### src/rtl/alu_pkg.sv
// alu_pkg: shared ALU mode encodings, default width and arbiter FSM states
package alu_pkg;
  localparam int ALU_W = 8;
  localparam logic ALU_MODE_ADD = 1'b1;
  localparam logic ALU_MODE_SUB = 1'b0;
  typedef enum logic {IDLE, RESP} state_t;
endpackage

### src/rtl/alu_arbiter_if.sv
// alu_arbiter_if: requester and response channels of the shared-ALU arbiter
interface alu_arbiter_if #(
  parameter int N_REQ = 4,
  parameter int W = 8,
  parameter int IDW = 2
);
  logic [N_REQ-1:0] req_valid;
  logic [N_REQ-1:0] req_ready;
  logic [N_REQ*W-1:0] req_op_a;
  logic [N_REQ*W-1:0] req_op_b;
  logic [N_REQ-1:0] req_mode;
  logic rsp_valid;
  logic rsp_ready;
  logic [W-1:0] rsp_data;
  logic rsp_flag;
  logic [IDW-1:0] rsp_id;
  logic [7:0] done_cnt;
  modport master(
    output req_valid, req_op_a, req_op_b, req_mode, rsp_ready,
    input req_ready, rsp_valid, rsp_data, rsp_flag, rsp_id, done_cnt
  );
  modport slave(
    input req_valid, req_op_a, req_op_b, req_mode, rsp_ready,
    output req_ready, rsp_valid, rsp_data, rsp_flag, rsp_id, done_cnt
  );
endinterface

### src/rtl/alu.sv
// alu: W-bit add/subtract exposing carry out (add) or borrow (subtract)
module alu import alu_pkg::*; #(
  parameter int W = ALU_W
) (
  input logic [W-1:0] a,
  input logic [W-1:0] b,
  input logic mode,
  output logic [W-1:0] y,
  output logic flag
);
  logic [W:0] sum, diff;
  // the extra bit of a zero-extended difference is set exactly when a < b
  always_comb begin
    sum = {1'b0, a} + {1'b0, b};
    diff = {1'b0, a} - {1'b0, b};
    {flag, y} = mode == ALU_MODE_ADD ? sum : diff;
  end
endmodule

### src/rtl/alu_arbiter_rr_pick.sv
// rr_pick: combinational round-robin selector starting the scan at ptr
module rr_pick #(
  parameter int N_REQ = 4,
  parameter int IDW = 2
) (
  input logic [N_REQ-1:0] req_valid,
  input logic [IDW-1:0] ptr,
  output logic [N_REQ-1:0] grant,
  output logic [IDW-1:0] idx
);
  logic [IDW-1:0] j;
  // scan from farthest to nearest so the requester closest to ptr wins
  always_comb begin
    grant = '0;
    idx = '0;
    j = '0;
    for (int k = N_REQ - 1; k >= 0; k--) begin
      j = IDW'((int'(ptr) + k) % N_REQ);
      if (req_valid[j]) begin
        grant = '0;
        grant[j] = 1'b1;
        idx = j;
      end
    end
  end
endmodule

### src/rtl/alu_arbiter.sv
// alu_arbiter: round-robin sharing of one add/subtract ALU with a registered response
module alu_arbiter import alu_pkg::*; #(
  parameter int N_REQ = 4,
  parameter int W = ALU_W,
  parameter int IDW = 2
) (
  input logic clk,
  input logic rst,
  alu_arbiter_if.slave bus
);
  state_t state, state_nx;
  logic [IDW-1:0] ptr, idx;
  logic [N_REQ-1:0] grant;
  logic accept;
  logic [W-1:0] y;
  logic flag;
  rr_pick #(.N_REQ(N_REQ), .IDW(IDW)) u_pick (
    .req_valid(bus.req_valid),
    .ptr(ptr),
    .grant(grant),
    .idx(idx)
  );
  alu #(.W(W)) u_alu (
    .a(bus.req_op_a[idx*W +: W]),
    .b(bus.req_op_b[idx*W +: W]),
    .mode(bus.req_mode[idx]),
    .y(y),
    .flag(flag)
  );
  always_comb begin
    accept = state == IDLE && |grant && !rst;
    bus.req_ready = accept ? grant : '0;
    bus.rsp_valid = state == RESP;
    state_nx = state == IDLE ? (accept ? RESP : IDLE) : (bus.rsp_ready ? IDLE : RESP);
  end
  always_ff @(posedge clk) begin
    if (rst) begin
      state <= IDLE;
      ptr <= '0;
      bus.rsp_data <= '0;
      bus.rsp_flag <= 1'b0;
      bus.rsp_id <= '0;
      bus.done_cnt <= '0;
    end else begin
      state <= state_nx;
      if (accept) begin
        bus.rsp_data <= y;
        bus.rsp_flag <= flag;
        bus.rsp_id <= idx;
        ptr <= idx == IDW'(N_REQ - 1) ? '0 : idx + 1'b1;
      end
      if (state == RESP && bus.rsp_ready) bus.done_cnt <= bus.done_cnt + 8'd1;
    end
  end
endmodule

### src/flat_wrapper.sv
// flat-port wrapper written by rule: the top's interface ports become plain ports
module alu_arbiter_flat import alu_pkg::*;
#(
  parameter int N_REQ = 4,
  parameter int W = ALU_W,
  parameter int IDW = 2
)
  (clk, rst, bus_req_valid, bus_req_op_a, bus_req_op_b, bus_req_mode, bus_rsp_ready, bus_req_ready, bus_rsp_valid, bus_rsp_data, bus_rsp_flag, bus_rsp_id, bus_done_cnt);
  alu_arbiter_if #(.N_REQ(N_REQ), .W(W), .IDW(IDW)) bus_i ();
  input logic clk;
  input logic rst;
  input wire logic [$bits(bus_i.req_valid)-1:0] bus_req_valid;
  input wire logic [$bits(bus_i.req_op_a)-1:0] bus_req_op_a;
  input wire logic [$bits(bus_i.req_op_b)-1:0] bus_req_op_b;
  input wire logic [$bits(bus_i.req_mode)-1:0] bus_req_mode;
  input wire logic [$bits(bus_i.rsp_ready)-1:0] bus_rsp_ready;
  output wire logic [$bits(bus_i.req_ready)-1:0] bus_req_ready;
  output wire logic [$bits(bus_i.rsp_valid)-1:0] bus_rsp_valid;
  output wire logic [$bits(bus_i.rsp_data)-1:0] bus_rsp_data;
  output wire logic [$bits(bus_i.rsp_flag)-1:0] bus_rsp_flag;
  output wire logic [$bits(bus_i.rsp_id)-1:0] bus_rsp_id;
  output wire logic [$bits(bus_i.done_cnt)-1:0] bus_done_cnt;
  assign bus_i.req_valid = bus_req_valid;
  assign bus_i.req_op_a = bus_req_op_a;
  assign bus_i.req_op_b = bus_req_op_b;
  assign bus_i.req_mode = bus_req_mode;
  assign bus_i.rsp_ready = bus_rsp_ready;
  assign bus_req_ready = bus_i.req_ready;
  assign bus_rsp_valid = bus_i.rsp_valid;
  assign bus_rsp_data = bus_i.rsp_data;
  assign bus_rsp_flag = bus_i.rsp_flag;
  assign bus_rsp_id = bus_i.rsp_id;
  assign bus_done_cnt = bus_i.done_cnt;
  alu_arbiter #(.N_REQ(N_REQ), .W(W), .IDW(IDW)) u_core (.clk(clk), .rst(rst), .bus(bus_i));
endmodule
### config.mk
export PLATFORM = sky130hd
export DESIGN_NAME = alu_arbiter_flat
export DESIGN_NICKNAME = d
export VERILOG_FILES = /design/src/rtl/alu_pkg.sv /design/src/rtl/alu_arbiter_if.sv /design/src/rtl/alu.sv /design/src/rtl/alu_arbiter_rr_pick.sv /design/src/rtl/alu_arbiter.sv /design/src/flat_wrapper.sv
export SDC_FILE = /design/constraint.sdc
export NUM_CORES = 1
export LEC_CHECK = 0
export BUFFER_PORTS_ARGS = -buffer_cell sky130_fd_sc_hd__buf_4
export CAP_MARGIN = 20
export CORE_ASPECT_RATIO = 0.9
export CORE_MARGIN = 2
export CORE_UTILIZATION = 51
export CTS_BUF_LIST = sky130_fd_sc_hd__clkbuf_4 sky130_fd_sc_hd__clkbuf_8
export CTS_CLUSTER_DIAMETER = 80
export DETAILED_ROUTE_END_ITERATION = 12
export GPL_ROUTABILITY_DRIVEN = 0
export PLACE_DENSITY = 0.84
export SLEW_MARGIN = 5
export SYNTH_ARGS = -nofsm -noshare
export SYNTH_HDL_FRONTEND = slang
export SYNTH_SLANG_ARGS = --single-unit
### constraint.sdc
create_clock -name clk -period 5.7 [get_ports clk]
set_input_delay 0.57 -clock clk [delete_from_list [all_inputs] [get_ports clk]]
set_output_delay 0.57 -clock clk [all_outputs]
set_load 0.01 [all_outputs]
=== Word-level counts from Yosys, hierarchy flattened ===
Index checks and enable logic that the tools add are counted.
W data, S select, Z words.

* Word-level logic and storage cells: 67
* Output and inout bits: 24
* Bits in registers: 22

* Bitwise logic cells: 1
* Eq/ne operators: 1
* Shift operators: 2
* $add $sub $neg: 7
* Order comparisons: 9
* Mux-type cells: 32
* Reduce and logical (&&, ||, !) cells: 9

{| class="wikitable"
|+ Operators by type and width
! kind !! number
|-
| $shiftx A32 B6 Y8 || 2
|-
| $mux W4 || 5
|-
| $lt A2 B3 Y1 const B || 5
|-
| $mux W1 || 12
|-
| $bmux W1 S2 || 5
|-
| $mux W2 || 5
|-
| $add A8 B8 Y9 || 1
|-
| $mux W9 || 1
|-
| $sub A8 B8 Y9 || 1
|-
| $add A8 B1 Y8 const B || 1
|-
| $demux W1 S2 || 4
|-
| $ge A2 B1 Y1 const B || 4
|-
| $logic_and A1 B1 Y1 || 7
|-
| $add A2 B1 Y2 const B || 2
|-
| $add A2 B2 Y2 const B || 2
|-
| $reduce_or A4 Y1 || 1
|-
| $eq A2 B2 Y1 const B || 1
|-
| $logic_not A1 Y1 || 1
|-
| $not A1 Y1 || 1
|}

=== Logic depth before layout (Yosys ltp) ===
* Depth after elaboration: 14
* Depth in mapped cells: 23

=== Modules after synthesis ===
Synthesis repeated with hierarchy kept, for this count alone.

* Cells, all modules: 262
* Area, all modules: 2497.4 um^2

{| class="wikitable"
|+ Modules (own cells, without submodules)
! module !! cells an instance !! instances !! area an instance (um^2)
|-
| alu_arbiter || 131 || 1 || 1478.9
|-
| alu || 71 || 1 || 528.0
|-
| rr_pick || 60 || 1 || 490.5
|}

=== Worst setup path after synthesis ===
No wires, ideal clock.

* Path kind: reg2reg
* Start point: reg u_core.ptr[0]
* End point: reg u_core.bus.rsp_flag
* Setup slack: 1276 ps
* Period minus slack after synthesis: 4424 ps
* Data required time: 5629 ps
* Stages on the path, launching flop included: 22
* Library setup time: 71 ps
* Data arrival time: 4353 ps
* Path through: dfxtp_1 buf_4 inv_1 ha_1 mux4_2 a21oi_1 a2bb2oi_4 buf_6 mux2_2 ha_1 inv_1 a211o_1 nand2_1 xnor2_1 ha_1 a21boi_0 o21a_1 o21a_1 o21ai_0 and4_1 mux2i_1 a21oi_1

* Longest elaborated chain between the ends: 12
* Elaborated cells between the ends (all ways): 49

{| class="wikitable"
|+ Ends and longest elaborated chain
! what !! RTL line !! RTL
|-
| from (decl) || alu_arbiter.sv:12 || <nowiki>logic [IDW-1:0] ptr, idx;</nowiki>
|-
| from (signal assigned) || alu_arbiter.sv:50 || <nowiki>ptr <= idx == IDW'(N_REQ - 1) ? '0 : idx + 1'b1;</nowiki>
|-
| parallel branches: the longest is 12 deep, another holds $sub A8 B8 Y9 || n/a ||
|-
| to (signal assigned) || alu_arbiter.sv:48 || <nowiki>bus.rsp_flag <= flag;</nowiki>
|-
| to (decl) || alu_arbiter_if.sv:24 || <nowiki>output req_ready, rsp_valid, rsp_data, rsp_flag, rsp_id, done_cnt</nowiki>
|}

Parallel ways; which one is timed is not known. The select of a mux whose other input is x is not followed.
A chain may end at the register's enable or synchronous reset.

=== Final worst setup path ===
Same ends and word-level chain as after synthesis.

==> summary.md <==
| Metric | Value |
|---|---|
| Async S/R FF share, synth | `0` |
| MaxCap Viol Count | `0` |
| Pleak | `0.00160 uW` |
| CTS tree | `done` |
| Required time worst endpoint | `5.89 ns` |
| Synth unique cells | `48` |
| Syn_nets | `370` |
| Post-synth top flop | `dfxtp_1` |
| Post-route setup TNS | `0 ns` |
| # DRC | `0` |
| Initial DRC Count | `83` |
| CTS Hold Bufs | `0` |
| Total Routed Length | `5.81 mm` |
| Area grow syn2layout | `34.4%` |
| Nets | `462` |
| Per-cell routed wire length | `13.6 microns` |
| Startpoint types | `flop` |
| Top area cells in the synthesized netlist | `mux2i_1 18%, dfxtp_1 18%, ha_1 9.7%` |
| Status | `finished clean` |
| Skew-Pair Late Insertion Delay | `0.26 ns` |
| IO Pins | `99` |
| Routed Antenna Nets | `0` |
| Critical Path Sink Type | `flop` |
| Met1 Use GR | `0.298` |
| Height of the die | `69.8 microns` |
| Post-synthesis register bit count | `22` |
| Most frequent cell after synthesis | `mux2i_1` |
| Power density over the cells | `632 nW/um^2` |
| Max Clock Freq | `0.195 GHz` |
| Post-synth EDFFs | `0` |
| Initial Util | `0.539` |
| Relative slew slack | `0.316` |
| Layout fillers | `369` |
| Die W | `77.1 microns` |
| Largest area contributor in the netlist | `mux2i_1` |
| Global-route wire length before repair | `9.41 mm` |
| Share of cells above drive strength 1 | `0.352` |
| Largest net degree at the start of global routing | `27` |
| Num CTS Buffers | `3` |
| Clock-pin slew on the worst setup and hold paths | `0.08 ns` |
| Ys Warns | `0` |
| Core area | `4550 sq um` |
| Final Max Tran Viols | `0` |
| RSZ-0062 raised after global routing | `false` |
| Most common library cells after synthesis | `45 x mux2i_1, 34 x nor2_1, 22 x dfxtp_1` |
| Setup Skew | `0.00909 ns` |
| GRT overflow | `0` |
| Hold Path Class | `flop to flop` |
| Min Tclk post-route | `5.13 ns` |
| Average size of a mapped cell | `8.92 sq um` |
| PortBufs | `98` |
| Root buf cell | `clkbuf_8` |
| Cell Area, Synth | `2450 sq um` |
| Site Rows | `23` |
| DR pass1 iterations | `4` |
| Cells after Synth | `275` |
| Final antenna diode count | `0` |
| Vias | `2298` |
| Die area | `5380 sq um` |
| Slew @ Worst Pin | `1.03 ns` |
| Clock buffer depth | `2` |
| Post-CTS Setup Inserts | `0` |
| WHS | `0.510 ns` |
| Endpoints failing hold | `0` |
| Worst Setup Path Type | `flop to flop` |
| Worst-path fanout max | `14` |
| Tot GR Track Use | `0.207` |
| HPWL Detailed | `4.68 mm` |
| Sink Count | `22` |
| Sequential fraction of the synthesis area | `0.180` |
| Met2 usage | `0.345` |
| Tcrit/Tclk final | `0.899` |
| Post-CTS sizing | `0` |
| Final setup fails | `0` |
| Synth top area share | `0.184` |
| Antenna violations before repair | `0` |
| H-tree depth | `1` |
| Met3 Use GR | `0.0313` |
| Via/cell ratio | `5.37` |
| Vias in the first global route | `2080` |
| Most used routing layer | `met2` |
| Crit path DAT | `5.32 ns` |
| Max rail drop VDD | `540 uV` |
[path summary, 6_finish.rpt]
kind / to / startpoint / depth (start not counted) / slack, ns
max: u_core.bus.rsp_flag / u_core.ptr[0] / 19 / 0.57
min: u_core.bus.rsp_data[0] / u_core.bus.rsp_data[0] / 2 / 0.51
min reg2reg: u_core.bus.rsp_data[0] / u_core.bus.rsp_data[0] / 2 / 0.51
max reg2reg: u_core.bus.rsp_flag / u_core.ptr[0] / 19 / 0.57
[power breakdown]
part | switching (uW) | internal (uW) | total [uW] | leakage (uW)
sequential | 35.7 | 197 | 232 | 0.000181
combinational | 912 | 797 | 1710 | 0.00139
clock | 46.9 | 93.7 | 141 | 0.0000357
total | 994 | 1090 | 2080 | 0.00160
[routing by layer]
metal,share of wire,up-vias
li1,-,1187
met1,0.47,1039
met2,0.46,72
met3,0.064,0
met4,0,0
met5,0,-
[flip-flops by register name, summed over array words and instances, names as in the netlist]
register,count
u_core.bus.done_cnt,8
u_core.ptr,2
u_core.bus.rsp_id,2
u_core.bus.rsp_valid,1
u_core.bus.rsp_data,8
u_core.bus.rsp_flag,1
[layout by cell type, fill, tap and decap left out, types with 2 or more instances in the layout]
| master | count |
|---|---|
| mux4_2 | 2 |
| a21o_1 | 3 |
| mux2_2 | 13 |
| a21boi_0 | 2 |
| o22ai_1 | 4 |
| and4_1 | 2 |
| mux4_1 | 2 |
| and3_1 | 3 |
| nor3_1 | 6 |
| clkbuf_8 | 3 |
| nand3_1 | 3 |
| o21ai_0 | 4 |
| dfxtp_1 | 22 |
| inv_1 | 15 |
| a21oi_1 | 14 |
| mux2i_1 | 45 |
| nor2_1 | 34 |
| o21a_1 | 2 |
| o211a_1 | 4 |
| ha_1 | 19 |
| o221ai_1 | 4 |
| xnor2_1 | 10 |
| nand2_1 | 10 |
| buf_4 | 102 |
| xor2_1 | 9 |
| a211oi_1 | 5 |
| nand4_1 | 3 |
| o31ai_1 | 2 |
[cell families after synthesis]
family | synth area share
AOI/OAI and AO/OA | 0.174
and+or+nand+nor | 0.134
xor gates and xnor gates | 0.0679
buffers and inverters | 0.0556
DFF | 0.180
adders and majority gates | 0.105
muxes | 0.283
[cell type report]
| class | count | area [sq um] | area share |
|---|---|---|---|
| Clock buffer | 3 | 41.3 | 0.0125 |
| Clock inverter | 1 | 30.0 | 0.00911 |
| Inverter | 15 | 56.3 | 0.0171 |
| Multi-Input combinational cell | 223 | 1880 | 0.572 |
| Sequential cell | 22 | 440 | 0.134 |
| Tap cell | 62 | 77.6 | 0.0235 |
| Timing Repair Buffer | 102 | 766 | 0.232 |
[worst max-delay path: stages (launching register included)]
cell and delay, ns:
dfxtp_1 0.67, inv_1 0.23, ha_1 0.46, mux4_2 0.40, a21oi_1 0.29, a2bb2oi_4 0.41
mux2_2 0.41, ha_1 0.20, inv_1 0.12, a211o_1 0.14, nand2_1 0.07, xnor2_1 0.21
ha_1 0.28, a21boi_0 0.13, o21a_1 0.19, o21a_1 0.18, o21ai_0 0.23, and4_1 0.22
mux2i_1 0.07, a21oi_1 0.13
[stage by stage]
step	area (sq um)	instances	worst slack, ns	util	total power [uW]
floorplan	2450	275	1.28	-	1570
global placement	3220	424	0.804	0.709	1890
detailed placement	3220	424	0.630	0.709	1930
CTS	3300	428	0.605	0.725	2080
global route	3300	428	0.0854	0.725	2280
finish	3300	428	0.574	0.725	2080
Power figures use the tool's default switching activity.
